`config.mk`:
```
export PLATFORM = sky130hd
export DESIGN_NAME = tdm_demux
export DESIGN_NICKNAME = d
export VERILOG_FILES = /design/src/rtl/tdm_demux.sv
export SDC_FILE = /design/constraint.sdc
export NUM_CORES = 1
export LEC_CHECK = 0
export BUFFER_PORTS_ARGS = -buffer_cell sky130_fd_sc_hd__buf_4
export CAP_MARGIN = 20
export CORE_MARGIN = 5
export CORE_UTILIZATION = 50
export CTS_BUF_LIST = sky130_fd_sc_hd__clkbuf_8
export DETAILED_ROUTE_END_ITERATION = 6
export PLACE_DENSITY = 0.74
export SLEW_MARGIN = 20
export SYNTH_ARGS = -nofsm -noshare
export SYNTH_HDL_FRONTEND = slang
export SYNTH_SLANG_ARGS = --single-unit
export TNS_END_PERCENT = 30
```
`constraint.sdc`:
```
create_clock -name CLK -period 2.3 [get_ports CLK]
set_input_delay 0.46 -clock CLK [delete_from_list [all_inputs] [get_ports CLK]]
set_output_delay 0.46 -clock CLK [all_outputs]
set_load 0.05 [all_outputs]
```
`src/rtl/tdm_demux.sv`:
```
// tdm_demux: receive end of an N:1 TDM mux line; rebuilds the parallel word per SYNC-marked frame.
// Define TDM_DEMUX_PARITY_EN to append an even-parity slot (N+1 slots per frame).
module tdm_demux #(
    parameter int N = 4,
`ifdef TDM_DEMUX_PARITY_EN
    localparam int SW = $clog2(N + 1)
`else
    localparam int SW = $clog2(N)
`endif
) (
    input  logic          CLK,
    input  logic          RESET,
    input  logic          EN,
    input  logic          SYNC,
    input  logic          X,
    output logic [N-1:0]  Q,
    output logic [SW-1:0] S,
    output logic          VALID,
    output logic          LOCKED,
    output logic          ERR
);

`ifdef TDM_DEMUX_PARITY_EN
    localparam int SLOTS = N + 1;
`else
    localparam int SLOTS = N;
`endif
    // The last slot is consumed straight from X, so the shift register holds one bit fewer.
    localparam int SRW = SLOTS - 1;
    localparam logic [SW-1:0] LAST = SW'(SLOTS - 1);

    typedef enum logic {HUNT, RUN} state_t;

    state_t          state_q;
    logic [SRW-1:0]  sr_q;
    logic [N-1:0]    q_q;
    logic [SW-1:0]   s_q;
    logic            valid_q;
    logic            locked_q;
    logic            err_q;

    always_ff @(posedge CLK or posedge RESET) begin
        if (RESET) begin
            state_q  <= HUNT;
            sr_q     <= '0;
            q_q      <= '0;
            s_q      <= '0;
            valid_q  <= 1'b0;
            locked_q <= 1'b0;
            err_q    <= 1'b0;
        end else begin
            valid_q <= 1'b0;
            err_q   <= 1'b0;
            if (EN) begin
                case (state_q)
                    HUNT: begin
                        if (SYNC) begin
                            sr_q[0]  <= X;
                            s_q      <= SW'(1);
                            state_q  <= RUN;
                            locked_q <= 1'b1;
                        end
                    end
                    RUN: begin
                        // Early SYNC outranks frame completion, including on the last slot.
                        if (SYNC) begin
                            if (s_q != '0) err_q <= 1'b1;
                            sr_q[0] <= X;
                            s_q     <= SW'(1);
                        end else if (s_q == '0) begin
                            err_q    <= 1'b1;
                            state_q  <= HUNT;
                            locked_q <= 1'b0;
                        end else if (s_q == LAST) begin
`ifdef TDM_DEMUX_PARITY_EN
                            if ((^{X, sr_q}) == 1'b0) begin
                                q_q     <= sr_q;
                                valid_q <= 1'b1;
                            end else begin
                                err_q <= 1'b1;
                            end
`else
                            q_q     <= {X, sr_q};
                            valid_q <= 1'b1;
`endif
                            s_q <= '0;
                        end else begin
                            sr_q[s_q] <= X;
                            s_q       <= s_q + SW'(1);
                        end
                    end
                    default: state_q <= HUNT;
                endcase
            end
        end
    end

    assign Q      = q_q;
    assign S      = s_q;
    assign VALID  = valid_q;
    assign LOCKED = locked_q;
    assign ERR    = err_q;

endmodule

```
After elaboration in Yosys (flattened, before gate mapping). Index checks and enable logic that the tools add are counted.

Bits in registers: 13. Input bits: 5. Output and inout bits: 9. Logic and storage cells: 60.

Add/subtract/negate cells: 1. Magnitude comparators: 2. Equal/unequal tests: 6. Mux-type cells: 31. Bitwise logic cells: 4. Reduce and logical (&&, ||, !) cells: 8.

Operators with widths (count): $mux 1 (21); $reduce_and 5->1 (2); $mux 2 (4); $reduce_and 4->1 (2); $ne 3x3->1 const B (2); $pmux 1 s2 (3); $ne 2x2->1 const B (2); $not 1->1 (4); $pmux 2 s2 (1); $bwmux 3 (1); $lt 2x3->1 const B (1); $reduce_and 3->1 (1); $add 2x1->2 const B (1); $demux 1 s2 (1); $eq 2x2->1 const B (1); $ge 2x1->1 const B (1); $logic_not 2->1 (1); $ne 2x1->1 const B (1); $reduce_bool 2->1 (1); $logic_and 1x1->1 (1).

Depth between registers and ports, before layout.
Depth after elaboration: 9. Depth in mapped cells: 5. Depth with buffers taken out: 5.

Worst setup path after synthesis. OpenSTA, ideal clock, no wires.

Path type: reg-to-reg. Start point: register s_q[0] (netlist: S[0]). End point: register q_q[3] (netlist: Q[3]). Setup time: 0.125 ns. Arrival time: 1.842 ns. Data required time: 2.175 ns. Slack: 0.333 ns. Stages on the path, launching flop included: 5. Buffers on the path: 0. Clock period less this slack: 1.967 ns. Cells stage by stage: dfrtp_1 inv_1 ha_1 nor4b_4 mux2_2.

Longest elaborated chain between the ends: 3. Elaborated cells on any way between the ends: 4. Those cells by class: eq/ne (1); bitwise (1); reduce/logical (2).

RTL lines: from (decl) (RTL line 37) `logic [SW-1:0] s_q;`; from (signal assigned) (RTL line 89) `s_q <= s_q + SW'(1);`; $logic_not 2->1 (RTL line 70) `end else if (s_q == '0) begin`; $not 1->1 (no line); $reduce_and 5->1 (no line) (*); to (signal assigned) (RTL line 83) `q_q <= {X, sr_q};`; to (decl) (RTL line 36) `logic [N-1:0] q_q;`.

Every way passes the cells marked *; elsewhere a longest branch is shown, timed or not. A chain may end at the register's enable or synchronous reset.

Worst setup path in the final report.
Start point: register s_q[0] (netlist: S[0]). End point: register q_q[0] (netlist: Q[0]).

Same word-level chain as after synthesis.

==> results.cfg <==
[cts]
h-tree-depth = 1
cts_num_sinks = 13
ctsLongestPathBuffers = 2
postCtsSetupBuffers = 0
clkTransAtPathRegs_ps = 50
cts_hold_buf = 0
cts_root_buffer = clkbuf_8
cts_resized = 0
cts-buffers-inserted = 3
insertion_delay_ps = 240
cts_tree = built

[synth]
synth_top_area_share_pct = 49.24
yosysUniqueCellTypes = 20
ys_ff_latch = 13
synth_area_per_cell_sq_um = 12.23
yosys-top-cells-area = dfrtp_1 (49%), ha_1 (13%), mux2_2 (12%)
synth_most_common_cell = dfrtp_1
synth_area_sq_um = 660.6
yosysWarnings = 0
synth_nets = 66
yosysSeqAreaShare_pct = 49.24
netlist_instances = 54
ys_top_cells_by_count = dfrtp_1 (13), ha_1 (7), mux2_2 (7), inv_1 (4), nand2_1 (4)
synth_ff_type = dfrtp_1
yosys.area.top_type = dfrtp_1
synth-async-reset-ratio_pct = 100.0
synth_edf_count = 0

[setup_path]
start_kind = flop
arrival_ps = 1840
reg2reg_depth = 4
crit_chain = inv_1 > ha_1 > nor4b_4 > mux2_2
cp.depth = 4
crit_slowest_cell = dfrtp_1
path_buf_inv = 1
path_class = flop to flop
crit_family = flip-flops
critPathMaxFanout = 6
endpoint_kind = flop
worstPathRequired_ps = 2420
slowest_delay_ps = 420

[timing]
rsz0062_at_grt = no
period_minus_slack_ps = 1716
finalClockSkew_ps = 0.6574
setup_viol = 0
fin_setup_tns_ps = 0
period_share_pct = 74.63
hold_violations = 0
worst_slew_pin_slew_ps = 488.1
max-slew-margin-rel_pct = 67.43
final-max-slew-violation-count = 0
clock.fmax_ghz = 0.5826

[layout]
multi_input_area_sq_um = 307.8
fillerInstances = 104
area_growth_syn_to_layout_pct = 22.54
num_antenna_cells = 0
layout.nets = 82
drive_gt1_share_pct = 36.23
final_cell_area_sq_um = 809.5
seq_area_sq_um = 325.3

[placement]
dpl_cell_area_sq_um = 764.5
hpwl_um = 845.4
portBuffers = 13
globalplace.congestion = 0.8561

[die]
start_util_pct = 52.07
die_width_um = 46.35
ios = 14
core_sq_um = 1269
fp.dieH_um = 46.35
fp.dieArea_sq_um = 2148
row_count = 13

[global_route]
grt_start_max_net_pins = 14
grt_pass1_vias = 399
grt_pass1_wl_um = 1911
antenna_found_initial = 0
track_usage_pct = 13.40
grt-ovfl-total = 0

[routing]
viasPerCell = 5.143
num_vias = 432
dr.pass1.iters = 4
drt_iter0_drc = 6
route.detailed.drc = 0
wirelength_um = 1141
antenna_left = 0
wl_per_cell_um = 13.58

[power]
peakVddDrop_v = 0.0006093
leakagePower_nw = 0.4023
power.density_nw_per_um2 = 1406

[job]
cap_violations = 0

[min_path]
hold_class = primary input to async pin

[status]
outcome = finished, final reports clean
-- path summary, 6_finish.rpt --
path,start,endpoint,slack (ps)
max,S[0],Q[0],580
min,RESET,Q[0],240
max reg2reg,S[0],Q[0],580
min reg2reg,sr_q[2],Q[2],500
max in group asynchronous,RESET,ERR,1730
min in group CLK,SYNC,VALID,470
-- metal layers --
layer  GRT usage (%)  up-vias  wire, um
met2           17.03       12       490
li1                -      218         -
met3           3.516        3        58
met5               0        -         0
met4           10.23        0        30
met1           18.80      199       562
-- cells by family (layout without fill, tap and decap cells) --
group	Yosys count	after routing	share of synthesized area (%)
AOI/OAI and AO/OA	8	8	7.007
adders and majority gates	7	7	13.26
buffers and inverters	6	21	4.166
DFF	13	13	49.24
muxes	7	7	11.93
and+or+nand+nor	13	13	14.40
-- sequential cells by signal, indices dropped and copies added, names as in the netlist --
signal   cells
Q            4
sr_q         3
S            2
ERR          1
LOCKED       1
VALID        1
state_q      1
-- cells in the final DEF (no fill, tap or decap) --
cell type	instances
a21oi_1	3
a31oi_1	1
a32o_1	1
and2_1	1
and4b_1	1
buf_4	13
clkbuf_8	3
dfrtp_1	13
ha_1	7
inv_1	5
mux2_2	7
nand2_1	4
nand2_2	1
nand3b_1	1
nor2_1	1
nor2b_1	1
nor3b_1	1
nor4b_1	1
nor4b_4	1
o21ai_0	3
-- cell type report --
cell class,instances,area share (%)
Clock buffer,3,5.100
Inverter,4,1.855
Clock inverter,1,0.4637
Timing Repair Buffer,13,12.06
Tap cell,15,2.318
Multi-Input combinational cell,35,38.02
Sequential cell,13,40.19
-- per-stage QoR --
stage	setup slack [ps]	total power [W]	std cells	util [%]	hold slack (ps)
after CTS	579.1	0.001150	84	63.81	254.8
after detailed placement	606.6	0.0009466	80	60.26	489.1
after global routing	504.8	0.001215	84	63.81	284.4
after floorplan	333.4	0.0007859	54	-	337.0
after global placement	638.1	0.0009364	80	60.26	491.2
final	583.5	0.001138	84	63.81	242.4
-- power breakdown --
group	total [W]	leakage, nW	internal (W)	switching, W
clock network	0.000193	0.0269	0.000117	0.0000756
logic	0.000563	0.211	0.000205	0.000358
registers	0.000382	0.165	0.000312	0.0000705
total	0.00114	0.402	0.000634	0.000504
Power figures use the tool's default switching activity.
